--- config.mk ---
export PLATFORM = sky130hd
export DESIGN_NAME = stump_controller
export DESIGN_NICKNAME = d
export VERILOG_FILES = /design/src/rtl/stump_controller.sv
export SDC_FILE = /design/constraint.sdc
export NUM_CORES = 1
export LEC_CHECK = 0
export CAP_MARGIN = 20
export CORE_UTILIZATION = 45
export CTS_BUF_LIST = sky130_fd_sc_hd__clkbuf_4
export DETAILED_ROUTE_END_ITERATION = 10
export PLACE_DENSITY = 0.95
export SYNTH_ARGS = -nofsm -noshare
export SYNTH_HDL_FRONTEND = slang
export SYNTH_SLANG_ARGS = --single-unit
--- constraint.sdc ---
create_clock -name clk -period 9.29 [get_ports clk]
set_input_delay 0.929 -clock clk [delete_from_list [all_inputs] [get_ports clk]]
set_output_delay 0.929 -clock clk [all_outputs]
set_load 0.01 [all_outputs]
--- src/rtl/stump_controller.sv ---
// STUMPS logic-BIST session sequencer.
// Walks the PRPG / scan chains / MISR through seed load, the shift/capture
// loop, the final unload and the signature compare.
//
// state     | meaning
// ----------+---------------------------------------------------------------
// S_IDLE    | waiting for start, every output low
// S_INIT    | one cycle: internalRst loads the PRPG and MISR seeds
// S_SHIFT   | scan load/unload, L cycles; MISR compacts after the first load
// S_CAPTURE | one functional capture cycle, pattern_idx advances
// S_COMPARE | one cycle: MISR_Sig is compared against Golden_Sig
// S_DONE    | done held high with pass, waiting for a restart
module stump_controller #(
    parameter int CL_W      = 16,
    parameter int PC_W      = 16,
    parameter int MISR_Size = 64
) (
    input  logic                 clk,
    input  logic                 rst,
    input  logic                 start,
    input  logic                 abort,
    input  logic [CL_W-1:0]      Chain_Length,
    input  logic [PC_W-1:0]      Pattern_Count,
    input  logic [MISR_Size-1:0] MISR_Sig,
    input  logic [MISR_Size-1:0] Golden_Sig,
    output logic                 internalRst,
    output logic                 PRPG_En,
    output logic                 MISR_En,
    output logic                 Scan_En,
    output logic                 Capture,
    output logic                 busy,
    output logic                 done,
    output logic                 pass,
    output logic [PC_W-1:0]      pattern_idx
);

    typedef enum logic [2:0] {
        S_IDLE,
        S_INIT,
        S_SHIFT,
        S_CAPTURE,
        S_COMPARE,
        S_DONE
    } state_t;

    state_t          state;
    state_t          state_nxt;
    logic [CL_W-1:0] bit_cnt;
    logic [CL_W-1:0] last_bit;
    logic [PC_W-1:0] pattern_cnt;
    logic            pass_q;
    logic            last_shift;
    logic            all_captured;

    // A chain length of zero is run as a single-cycle shift phase.
    assign last_bit     = (Chain_Length == '0) ? '0 : Chain_Length - CL_W'(1);
    assign last_shift   = (bit_cnt == last_bit);
    assign all_captured = (pattern_cnt == Pattern_Count);
    assign pattern_idx  = pattern_cnt;

    // State register.
    always_ff @(posedge clk) begin
        if (rst) begin
            state <= S_IDLE;
        end else begin
            state <= state_nxt;
        end
    end

    // Next-state selection and output decode; outputs depend only on registers.
    always_comb begin
        state_nxt   = state;
        internalRst = 1'b0;
        PRPG_En     = 1'b0;
        MISR_En     = 1'b0;
        Scan_En     = 1'b0;
        Capture     = 1'b0;
        busy        = 1'b0;
        done        = 1'b0;
        pass        = 1'b0;
        case (state)
            S_IDLE: begin
                if (start) state_nxt = S_INIT;
            end
            S_INIT: begin
                internalRst = 1'b1;
                busy        = 1'b1;
                state_nxt   = S_SHIFT;
            end
            S_SHIFT: begin
                Scan_En = 1'b1;
                PRPG_En = 1'b1;
                busy    = 1'b1;
                // First load holds unknown chain contents; keep them out of the MISR.
                MISR_En = (pattern_cnt != '0);
                if (last_shift) begin
                    state_nxt = all_captured ? S_COMPARE : S_CAPTURE;
                end
            end
            S_CAPTURE: begin
                Capture   = 1'b1;
                busy      = 1'b1;
                state_nxt = S_SHIFT;
            end
            S_COMPARE: begin
                busy      = 1'b1;
                state_nxt = S_DONE;
            end
            S_DONE: begin
                done = 1'b1;
                pass = pass_q;
                if (start) state_nxt = S_INIT;
            end
            default: begin
                state_nxt = S_IDLE;
            end
        endcase
        if (abort) state_nxt = S_IDLE;
    end

    // Shift-bit counter, capture counter and the registered compare result.
    always_ff @(posedge clk) begin
        if (rst || abort) begin
            bit_cnt     <= '0;
            pattern_cnt <= '0;
            pass_q      <= 1'b0;
        end else begin
            case (state)
                S_INIT: begin
                    bit_cnt     <= '0;
                    pattern_cnt <= '0;
                    pass_q      <= 1'b0;
                end
                S_SHIFT: begin
                    if (last_shift) begin
                        bit_cnt <= '0;
                    end else begin
                        bit_cnt <= bit_cnt + CL_W'(1);
                    end
                end
                S_CAPTURE: begin
                    pattern_cnt <= pattern_cnt + PC_W'(1);
                end
                S_COMPARE: begin
                    pass_q <= (MISR_Sig == Golden_Sig);
                end
                default: begin
                    bit_cnt <= bit_cnt;
                end
            endcase
        end
    end

endmodule
After elaboration in Yosys (flattened, before gate mapping)
Cells that the tools add are included.
{"block": "op_classes", "muxes": 16, "addsub": 3, "reduce_logical": 12, "eq_ne": 10}
{"cell": "$eq A64 B64 Y1", "n": 1}
{"cell": "$pmux W16 S2", "n": 2}
{"cell": "$add A16 B1 Y16 const B", "n": 2}
{"cell": "$eq A16 B16 Y1", "n": 2}
{"cell": "$mux W16", "n": 2}
{"cell": "$logic_not A16 Y1", "n": 1}
{"cell": "$reduce_bool A16 Y1", "n": 1}
{"cell": "$sub A16 B1 Y16 const B", "n": 1}
{"cell": "$pmux W3 S4", "n": 1}
{"cell": "$mux W3", "n": 3}
{"cell": "$mux W1", "n": 7}
{"cell": "$eq A3 B2 Y1 const B", "n": 2}
{"cell": "$eq A3 B3 Y1 const B", "n": 2}
{"cell": "$reduce_bool A2 Y1", "n": 3}
{"cell": "$reduce_or A2 Y1", "n": 3}
{"cell": "$reduce_or A4 Y1", "n": 1}
{"cell": "$eq A3 B1 Y1 const B", "n": 1}
{"cell": "$logic_not A3 Y1", "n": 1}
{"cell": "$ne A2 B1 Y1 const B", "n": 1}
{"cell": "$ne A2 B2 Y1 const B", "n": 1}
{"cell": "$pmux W1 S2", "n": 1}
{"cell": "$reduce_and A2 Y1", "n": 1}
{"cell": "$logic_or A1 B1 Y1", "n": 1}
{"block": "word_totals", "elab_cells": 45, "register_bits": 36, "output_inout_bits": 24}

Longest topological paths before layout
Gate-level depths: netlist of run 1.
{"block": "depth", "depth_word": 5, "mapped_depth": 13, "depth_no_buf": 11}

Worst setup path after synthesis of run 1
Ideal clock, no wire load.
{"block": "synth_timing", "path_type": "in2reg", "from": "input port Chain_Length[0]", "to": "register state[0]", "required_time_ns": 9.220, "n_path_buf": 2, "path_stages": 13, "arrival_time_ns": 4.075, "slack_ns": 5.145, "path_cell_list": "inv_1 > ha_1 > clkbuf_1 > or4b_1 > nor4_4 > xnor2_1 > a21oi_1 > o32a_1 > or4b_1 > or4_1 > buf_2 > or3_1 > a21oi_1"}
{"block": "synth_between", "elab_chain_cells": 5, "elab_cells_between_ends": 6}
{"element": "start: declaration", "line_no": "22", "source": "input logic [CL_W-1:0] Chain_Length,"}
{"element": "$sub A16 B1 Y16 or $logic_not A16 Y1 (tied branches)", "line_no": "56", "source": "assign last_bit = (Chain_Length == '0) ? '0 : Chain_Length - CL_W'(1);"}
{"element": "$mux W16 *", "line_no": "56"}
{"element": "$eq A16 B16 Y1 *", "line_no": "57", "source": "assign last_shift = (bit_cnt == last_bit);"}
{"element": "$ne A2 B2 Y1 (no line) *"}
{"element": "$reduce_and A2 Y1 (no line) *"}
{"element": "end signal: assignment", "line_no": "66", "source": "state <= state_nxt;"}
{"element": "end: declaration", "line_no": "46", "source": "state_t state;"}
Every way passes the cells marked *; elsewhere a longest branch is shown, timed or not.
A chain may end at the register's enable or synchronous reset.

Worst setup path after layout of run 1
Same ends and word-level chain as after synthesis.

==> impl_metrics.csv, run 1 <==
group,metric,value,unit
sta,fin_tns_setup,0,ns
sta,setup_violations,0,
logic_synthesis,synth_async_sr_flop_share,0,%
sta,worst_slew_pin_slew,0.728,ns
detailed_routing,first_iter_violations,258,
run_status,status,"finished clean",
sta,clock-skew-final,0.0140,ns
logic_synthesis,synth_seq_cells,36,
place,routabilityCongestion,0.989,
logic_synthesis,syn-cell-area,3640,um^2
final_layout,layout_common_cells,"187 x clkdlybuf4s50_1, 75 x xnor2_1, 55 x nor2_1",
place,dpl.hpwl,11000,um
logic_synthesis,ys_warn_count,0,
critical_path,path_class,"in -> reg",
pwr,comb_power_share,34.5,%
job,max_cap_violations,0,
critical_path,r2r_cells,7,
clock_network,clockRootBuffer,"clkbuf_4",
pwr,p_per_area,74.5,nW/um^2
critical_path,arrival,4.84,ns
final_layout,finalNonFillerCells,760,
floorplan,pin_count,188,
clock_network,numCtsBuffers,5,
floorplan,die_y,91.9,um
pwr,switchingPower,115,uW
detailed_routing,viasPerCell,5.82,
final_layout,fillers,602,
pwr,p_int,303,uW
floorplan,initial_core_util,46.9,%
critical_path,cp-end-kind,"register",
detailed_routing,via_count,4421,
clock_network,cts_buffer_depth,2,
floorplan,core_area,7770,um^2
pwr,p_clk_share,28.2,%
pwr,seq_power_share,37.3,%
global_route,grt_pass1_vias,4403,
global_route,grt_use_total,31.0,%
final_layout,multi_input_area,2760,um^2
final_layout,antenna_cells,0,
logic_synthesis,yosysSeqAreaShare,19.8,%
final_layout,final_common_cell,"clkdlybuf4s50_1",
logic_synthesis,syn_avg_cell_area,7.46,um^2
place,port_buffers,187,
clock_network,clk_latency,0.38,ns
floorplan,die_x,91.9,um
clock_network,clkTransAtPathRegs,0.12,ns
detailed_routing,wl_per_cell,17.4,um
sta,layout_min_cycle_time,4.52,ns
floorplan,rows,32,
global_route,grt_max_degree,21,
global_route,grt_overflow_total,0,
pwr,switching_share,27.6,%
final_layout,final_nets,825,
logic_synthesis,synth_cell_types,63,
final_layout,area_growth,54.2,%
final_layout,regArea,721,um^2
sta,max_freq,0.221,GHz
detailed_routing,ant_nets,0,
clock_network,cts_hold_buf,0,
sta,final_max_slew_viol_count,0,
min_path,worst_hold_path.num_cells,2,
final_layout,drive_above_1_share,2.74,%
critical_path,worstPathMaxFanout,12,
critical_path,rrSetupSlack,6.37,ns
logic_synthesis,ys.flop_type,"dfxtp_1",
sta,min_period_over_period,48.7,%
logic_synthesis,synthesis.nets,656,
clock_network,cts_resized,0,
sta,relSlewSlack,51.3,%
clock_network,h-tree-depth,2,
clock_network,clkSinkCount,36,
sta,hold_violations,0,
floorplan,dieArea,8450,um^2
sta,rsz0062_at_grt,"no",
detailed_routing,detail_route.wirelength,13200,um
final_layout,final_util,72.2,%
min_path,hp-class,"reg -> reg",
detailed_routing,drt-pass1-iter-count,5,
critical_path,critical_path_required,9.60,ns
place,dp_cells,752,
pwr,vdd_drop_max,0.0000553,V
detailed_routing,drcViolationCount,0,
clock_network,tritoncts,"done",
pwr,power.leakage,1.84,nW
clock_network,post_cts_buffers,0,
critical_path,start_kind,"primary input",
logic_synthesis,syn_inst,488,
global_route,grt_pass1_wl,21100,um
logic_synthesis,synth_edf_count,0,
global_route,antenna_found_initial,0,
-- metrics by stage --
stage               total power [mW]  setup slack [ns]  hold WS [ns]  instance area [um^2]
finish                         0.418              4.77         0.510                  5610
detailed placement             0.302              4.42         0.485                  5530
global route                   0.434              4.49         0.526                  5610
global placement               0.297              4.58         0.470                  5530
floorplan                      0.213              5.14         0.445                  3640
CTS                            0.416              4.80         0.502                  5610
-- routing by layer --
| layer | routed length, um | track usage [%] | part of all wire [%] | vias to the layer above |
|---|---|---|---|---|
| li1 | - | - | - | 2088 |
| met4 | 344 | 8.72 | 2.6 | 0 |
| met5 | 0 | 0 | 0 | - |
| met3 | 995 | 5.14 | 7.5 | 45 |
| met2 | 6900 | 59.1 | 52 | 245 |
| met1 | 4950 | 35.1 | 38 | 2043 |
-- synthesized netlist by cell type, types with 5 or more instances --
master / count / area (um^2)
a21oi_1: 23 / 115
a22oi_1: 5 / 37.5
a31oi_1: 5 / 31.3
and3_1: 7 / 43.8
clkbuf_1: 21 / 78.8
dfxtp_1: 36 / 721
inv_1: 15 / 56.3
mux2i_1: 5 / 50.1
nand2_1: 35 / 131
nand3_1: 20 / 100
nand4_1: 22 / 138
nor2_1: 55 / 206
nor3_1: 11 / 55.1
nor4_1: 16 / 100
o21a_1: 6 / 45.0
o21ai_0: 10 / 50.1
or3_1: 8 / 50.1
or4_1: 8 / 60.1
xnor2_1: 75 / 657
xor2_1: 30 / 263
-- worst max-delay path: stages --
cell and delay [ns]:
clkdlybuf4s50_1 0.48, inv_1 0.11, ha_1 0.41, or4b_1 0.50, or3_1 0.36, a21boi_0 0.20, a2bb2oi_1 0.09, o32a_1 0.19
or4b_1 0.45, or4_1 0.62, or3_1 0.35, a21oi_1 0.13
-- logic make-up (layout without fill, tap and decap cells) --
group / Yosys count / in the layout / share of synthesized area [%]
xor+xnor: 106 / 106 / 25.9
flops: 36 / 36 / 19.8
compound gates: 83 / 83 / 15.0
mux: 6 / 6 / 1.68
buf+inv: 40 / 210 / 4.50
simple gates: 213 / 213 / 31.7
fa+ha+maj: 4 / 4 / 1.38
-- cell type report --
cell class / count / share of cell area (%)
multi-input cells: 412 / 49.1
flip-flops and latches: 36 / 12.8
repair buffers: 187 / 33.4
clock buffers: 5 / 0.669
clock inverters: 3 / 0.758
well taps: 102 / 2.27
inverters: 15 / 1.00
-- worst paths after layout --
kind | endpoint | start
max | state[0] | Chain_Length[0]
min | pass_q | pass_q
min reg2reg | pass_q | pass_q
max reg2reg | state[0] | bit_cnt[6]
-- flip-flops by register name, indices dropped and copies added (netlist names) --
signal and cells:
bit_cnt 16, pass_q 1, pattern_idx 16, state 3
-- power by group through the flow --
stage,clock network (mW),logic (mW),registers [mW]
CTS,0.117,0.144,0.156
floorplan,0,0.0546,0.158
global route,0.125,0.153,0.156
global placement,0,0.138,0.159
finish,0.118,0.144,0.156
detailed placement,0,0.143,0.159
Power figures use the tool's default switching activity.
==> inputs of run 2 (changes only) <==
CORE_UTILIZATION = 38   (was 45)
PLACE_DENSITY = 0.89   (was 0.95)
clock period = 3.9 ns   (was 9.29 ns; I/O delays follow)
==> run 2 against run 1 <==
  * Combinational power increased to 2.5 times the previous value
  * Sequential power rose by 140%
  * Setup slack got worse by 4.5 ns
  * Clock-buffer cell count is the same
  * Highest routed layer unchanged
  * Critical path depth unchanged
  * Sequential share of layout area shrank 0.64 points
==> impl_metrics.csv, run 2 (synthesis gave the netlist of run 1 again) <==
group,metric,value,unit
critical_path,start_kind,"primary input",
final_layout,drive_above_1_share,7.66,%
detailed_routing,wl_met1,4800,um
critical_path,critical_path_required,4.19,ns
final_layout,final_nets,859,
sta,worst_slew_pin_slew,0.673,ns
clock_network,numCtsBuffers,5,
global_route,grt_pass1_wl,20500,um
global_route,grt_max_degree,21,
detailed_routing,dr_wl_met2,6610,um
critical_path,crit_chain,"clkdlybuf4s50_1 > inv_1 > ha_1 > or4b_1 > or3_1 > a21boi_0 > a2bb2oi_1 > o32a_1 > or4b_1 > or4_4 > or3_1 > a21oi_1",
detailed_routing,viasPerCell,5.45,
clock_network,cts_resized,0,
detailed_routing,detail_route.wirelength,12800,um
sta,relSlewSlack,55.2,%
run_status,status,"finished clean",
sta,final_max_slew_viol_count,0,
floorplan,initial_core_util,39.4,%
min_path,hp-class,"reg -> reg",
global_route,antenna_found_initial,0,
critical_path,max_stage_delay,0.54,ns
critical_path,rrSetupSlack,1.07,ns
sta,rsz0062_at_grt,"no",
final_layout,antenna_cells,0,
critical_path,cp-end-kind,"register",
sta,layout_min_cycle_time,3.66,ns
detailed_routing,first_iter_violations,326,
floorplan,die_y,99.9,um
pwr,vdd_drop_max,0.000114,V
sta,max_freq,0.273,GHz
critical_path,arrival,3.95,ns
clock_network,clk_latency,0.35,ns
clock_network,h-tree-depth,2,
detailed_routing,wl_per_cell,15.5,um
place,routabilityCongestion,0.959,
detailed_routing,ant_nets,0,
floorplan,pin_count,188,
detailed_routing,via_count,4478,
final_layout,layout_common_cells,"187 x clkdlybuf4s50_1, 75 x xnor2_1, 55 x nor2_1",
clock_network,clockRootBuffer,"clkbuf_4",
critical_path,worstPathMaxFanout,7,
detailed_routing,drcViolationCount,0,
global_route,grt_use_total,25.7,%
sta,setup_violations,0,
floorplan,dieArea,9970,um^2
clock_network,tritoncts,"done",
clock_network,cts_buffer_depth,2,
floorplan,rows,35,
clock_network,clkTransAtPathRegs,0.12,ns
detailed_routing,highest_layer,"met4",
sta,hold_violations,0,
place,place_area,5820,um^2
critical_path,path_class,"in -> reg",
clock_network,cts_hold_buf,0,
global_route,grt_pass1_vias,4522,
sta,timing.hold.ws,0.502,ns
floorplan,die_x,99.9,um
sta,min_period_over_period,93.8,%
final_layout,fin_area,5900,um^2
place,dpl.hpwl,10900,um
pwr,p_per_area,170,nW/um^2
critical_path,worst_path_max_delay_cell,"or4_4",
place,port_buffers,187,
job,max_cap_violations,0,
final_layout,final_common_cell,"clkdlybuf4s50_1",
clock_network,clkSinkCount,36,
detailed_routing,wl_met3,976,um
floorplan,core_area,9240,um^2
clock_network,post_cts_buffers,0,
sta,clock-skew-final,0.0159,ns
detailed_routing,drt-pass1-iter-count,6,
final_layout,area_growth,62.2,%
pwr,power.leakage,2.00,nW
global_route,grt_overflow_total,0,
-- run 2: final cells by class --
| class | instances | area (um^2) |
|---|---|---|
| Clock inverter | 3 | 42.5 |
| Timing Repair Buffer | 221 | 2130 |
| Tap cell | 129 | 161 |
| Fill cell | 764 | 3340 |
| Sequential cell | 36 | 721 |
| Inverter | 15 | 56.3 |
| Multi-Input combinational cell | 412 | 2760 |
| Clock buffer | 5 | 37.5 |
-- run 2: per-stage QoR --
step / instances / TNS (ns) / utilization, % / power [mW] / setup slack (ns)
after floorplan: 488 / 0 / - / 0.507 / 0.294
after global placement: 813 / -0.102 / 63.0 / 0.731 / -0.102
after detailed placement: 813 / -0.804 / 63.0 / 0.742 / -0.223
after CTS: 821 / 0 / 63.9 / 1.01 / 0.156
after global routing: 821 / 0 / 63.9 / 1.05 / 0.0568
final: 821 / 0 / 63.9 / 1.00 / 0.240
-- run 2: layer usage --
metal	GRT usage, %	vias to the layer above
met1	27.7	2062
met2	49.4	223
met4	9.50	0
li1	-	2158
met5	0	-
met3	4.53	35
-- run 2: power breakdown --
group | leakage, nW | internal, mW | total [mW] | switching (mW)
sequential | 0.290 | 0.368 | 0.371 | 0.00261
clock | 0.0412 | 0.134 | 0.267 | 0.133
combinational | 1.67 | 0.236 | 0.365 | 0.129
total | 2.00 | 0.738 | 1.00 | 0.265
-- run 2: final timing paths --
kind	end	depth (start not counted)	start
setup / recovery	state[0]	12	Chain_Length[0]
hold / removal	pass_q	2	pass_q
setup reg to reg	state[0]	7	bit_cnt[6]
hold reg to reg	pass_q	2	pass_q
-- run 2: critical path, delay by kind of cell --
family                     cells  cell delay (ns)
and+or+nand+nor                5             2.17
AOI/OAI and AO/OA              4             0.60
buffers and inverters          2             0.52
adders and majority gates      1             0.26
==> inputs of run 3 (changes only) <==
GPL_TIMING_DRIVEN = 0   (was default)
RECOVER_POWER = 25   (was default)
==> run 3 against run 2 <==
  * Clock skew down 0.0062 ns
  * Sequential power hardly changed
  * Sequential cell count did not move
  * Clock power down 24%
  * Via count decreased by 1.1%
  * Core utilization is 1.6 points lower
  * Final cell count down 1.2%
  * Routed wire length about the same
  * Largest power group unchanged
  * Highest routed layer unchanged
==> impl_metrics.csv, run 3 (synthesis gave the netlist of run 1 again) <==
group,metric,value,unit
pwr,power.leakage,1.93,nW
global_route,grt_use_total,25.7,%
floorplan,core_area,9240,um^2
job,max_cap_violations,0,
floorplan,pin_count,188,
sta,setup_violations,0,
detailed_routing,drcViolationCount,0,
place,place_area,5630,um^2
critical_path,path_class,"in -> reg",
global_route,grt_max_degree,12,
place,routabilityCongestion,0.934,
detailed_routing,viasPerCell,5.46,
detailed_routing,first_iter_violations,288,
pwr,vdd_drop_max,0.000115,V
detailed_routing,via_count,4430,
sta,relSlewSlack,52.8,%
sta,final_max_slew_viol_count,0,
sta,worst_slew_pin_slew,0.703,ns
final_layout,final_nets,849,
clock_network,cts_buffer_depth,2,
sta,fin_tns_setup,0,ns
final_layout,final_util,62.3,%
clock_network,tritoncts,"done",
floorplan,rows,35,
critical_path,start_kind,"primary input",
final_layout,drive_above_1_share,4.55,%
sta,max_freq,0.268,GHz
final_layout,antenna_cells,0,
critical_path,r2r_cells,9,
sta,rsz0062_at_grt,"no",
final_layout,area_growth,58.3,%
clock_network,h-tree-depth,2,
clock_network,clkSinkCount,36,
floorplan,initial_core_util,39.4,%
floorplan,die_y,99.9,um
pwr,p_per_area,161,nW/um^2
detailed_routing,wl_per_cell,15.7,um
min_path,worst_hold_path.num_cells,2,
floorplan,die_x,99.9,um
run_status,status,"finished clean",
critical_path,cp-end-kind,"register",
critical_path,arrival,4.02,ns
min_path,hp-class,"reg -> reg",
global_route,antenna_found_initial,0,
critical_path,worstPathMaxFanout,7,
floorplan,dieArea,9970,um^2
clock_network,clkTransAtPathRegs,0.10,ns
place,port_buffers,183,
final_layout,fin_area,5760,um^2
detailed_routing,drt-pass1-iter-count,5,
sta,hold_violations,0,
sta,min_period_over_period,95.9,%
detailed_routing,ant_nets,0,
sta,clock-skew-final,0.00967,ns
global_route,grt_overflow_total,0,
global_route,grt_pass1_vias,4479,
final_layout,final_common_cell,"clkdlybuf4s50_1",
global_route,grt_pass1_wl,20500,um
detailed_routing,detail_route.wirelength,12700,um
sta,layout_min_cycle_time,3.74,ns
place,dpl.hpwl,10600,um
clock_network,clk_latency,0.36,ns
clock_network,clockRootBuffer,"clkbuf_4",
final_layout,layout_common_cells,"167 x clkdlybuf4s50_1, 74 x xnor2_1, 54 x nor2_1",
critical_path,critical_path_required,4.18,ns
clock_network,numCtsBuffers,5,
[run 3: changes by cell type in the layout (fill, tap and decap cells not counted), moves of 2 or more]
cell / delta
buf_4: -30
clkbuf_1: +20
buf_2: +2
clkdlybuf4s50_1: -20
dlygate4sd3_1: +14
dlygate4sd2_1: +2
[run 3: stage by stage]
stage	std cells	total power, mW	setup slack [ns]	hold WS [ns]
2_1_floorplan	488	0.507	0.294	0.445
3_3_place_gp	800	0.709	-0.575	0.476
3_5_place_dp	800	0.721	-0.633	0.504
4_1_cts	809	0.924	0.0958	0.517
5_1_grt	811	0.972	0.0197	0.543
6_report	811	0.925	0.162	0.515
[run 3: cell type report]
type | count | area, um^2
Clock buffer | 6 | 45.0
Sequential cell | 36 | 721
Clock inverter | 2 | 11.3
Buffer | 25 | 118
Tap cell | 129 | 161
Timing Repair Buffer | 186 | 1850
Multi-Input combinational cell | 412 | 2800
Fill cell | 761 | 3480
Inverter | 15 | 56.3
[run 3: power by group]
| part | total, mW | switching (mW) | internal [mW] |
|---|---|---|---|
| combinational | 0.351 | 0.129 | 0.222 |
| sequential | 0.369 | 0.000698 | 0.368 |
| clock | 0.204 | 0.129 | 0.0755 |
| total | 0.925 | 0.259 | 0.666 |
[run 3: timing repair]
| item | 4_1_cts | 5_1_grt |
|---|---|---|
| hold endpoints to repair | 0 | 0 |
| endpoints found under the setup margin | 19 | 14 |
| gates resized for setup | 10 | 3 |
| pin swaps | 1 | 3 |
| setup buffers | 1 | 2 |
| hold buffers | 0 | 0 |
[run 3: worst max-delay path: stages]
cell             delay (ns)
clkdlybuf4s50_1        0.53
or3_1                  0.36
clkbuf_1               0.21
or3_1                  0.43
a21boi_0               0.23
a2bb2oi_1              0.10
o32a_1                 0.22
or4b_1                 0.47
or4_1                  0.46
buf_2                  0.17
or3_1                  0.31
a21oi_1                0.14
[run 3: metal layers]
metal / vias to the layer above / track usage [%] / share of wire (%)
li1: 2138 / - / -
met1: 2019 / 28.5 / 37
met2: 243 / 49.0 / 53
met3: 30 / 4.39 / 7.9
met4: 0 / 8.71 / 2.4
met5: - / 0 / 0
[run 3: path summary, 6_finish.rpt]
path / start / to / slack, ns
setup / recovery: Chain_Length[4] / state[0] / 0.16
hold / removal: pass_q / pass_q / 0.52
setup reg to reg: bit_cnt[6] / state[0] / 0.90
hold reg to reg: pass_q / pass_q / 0.52
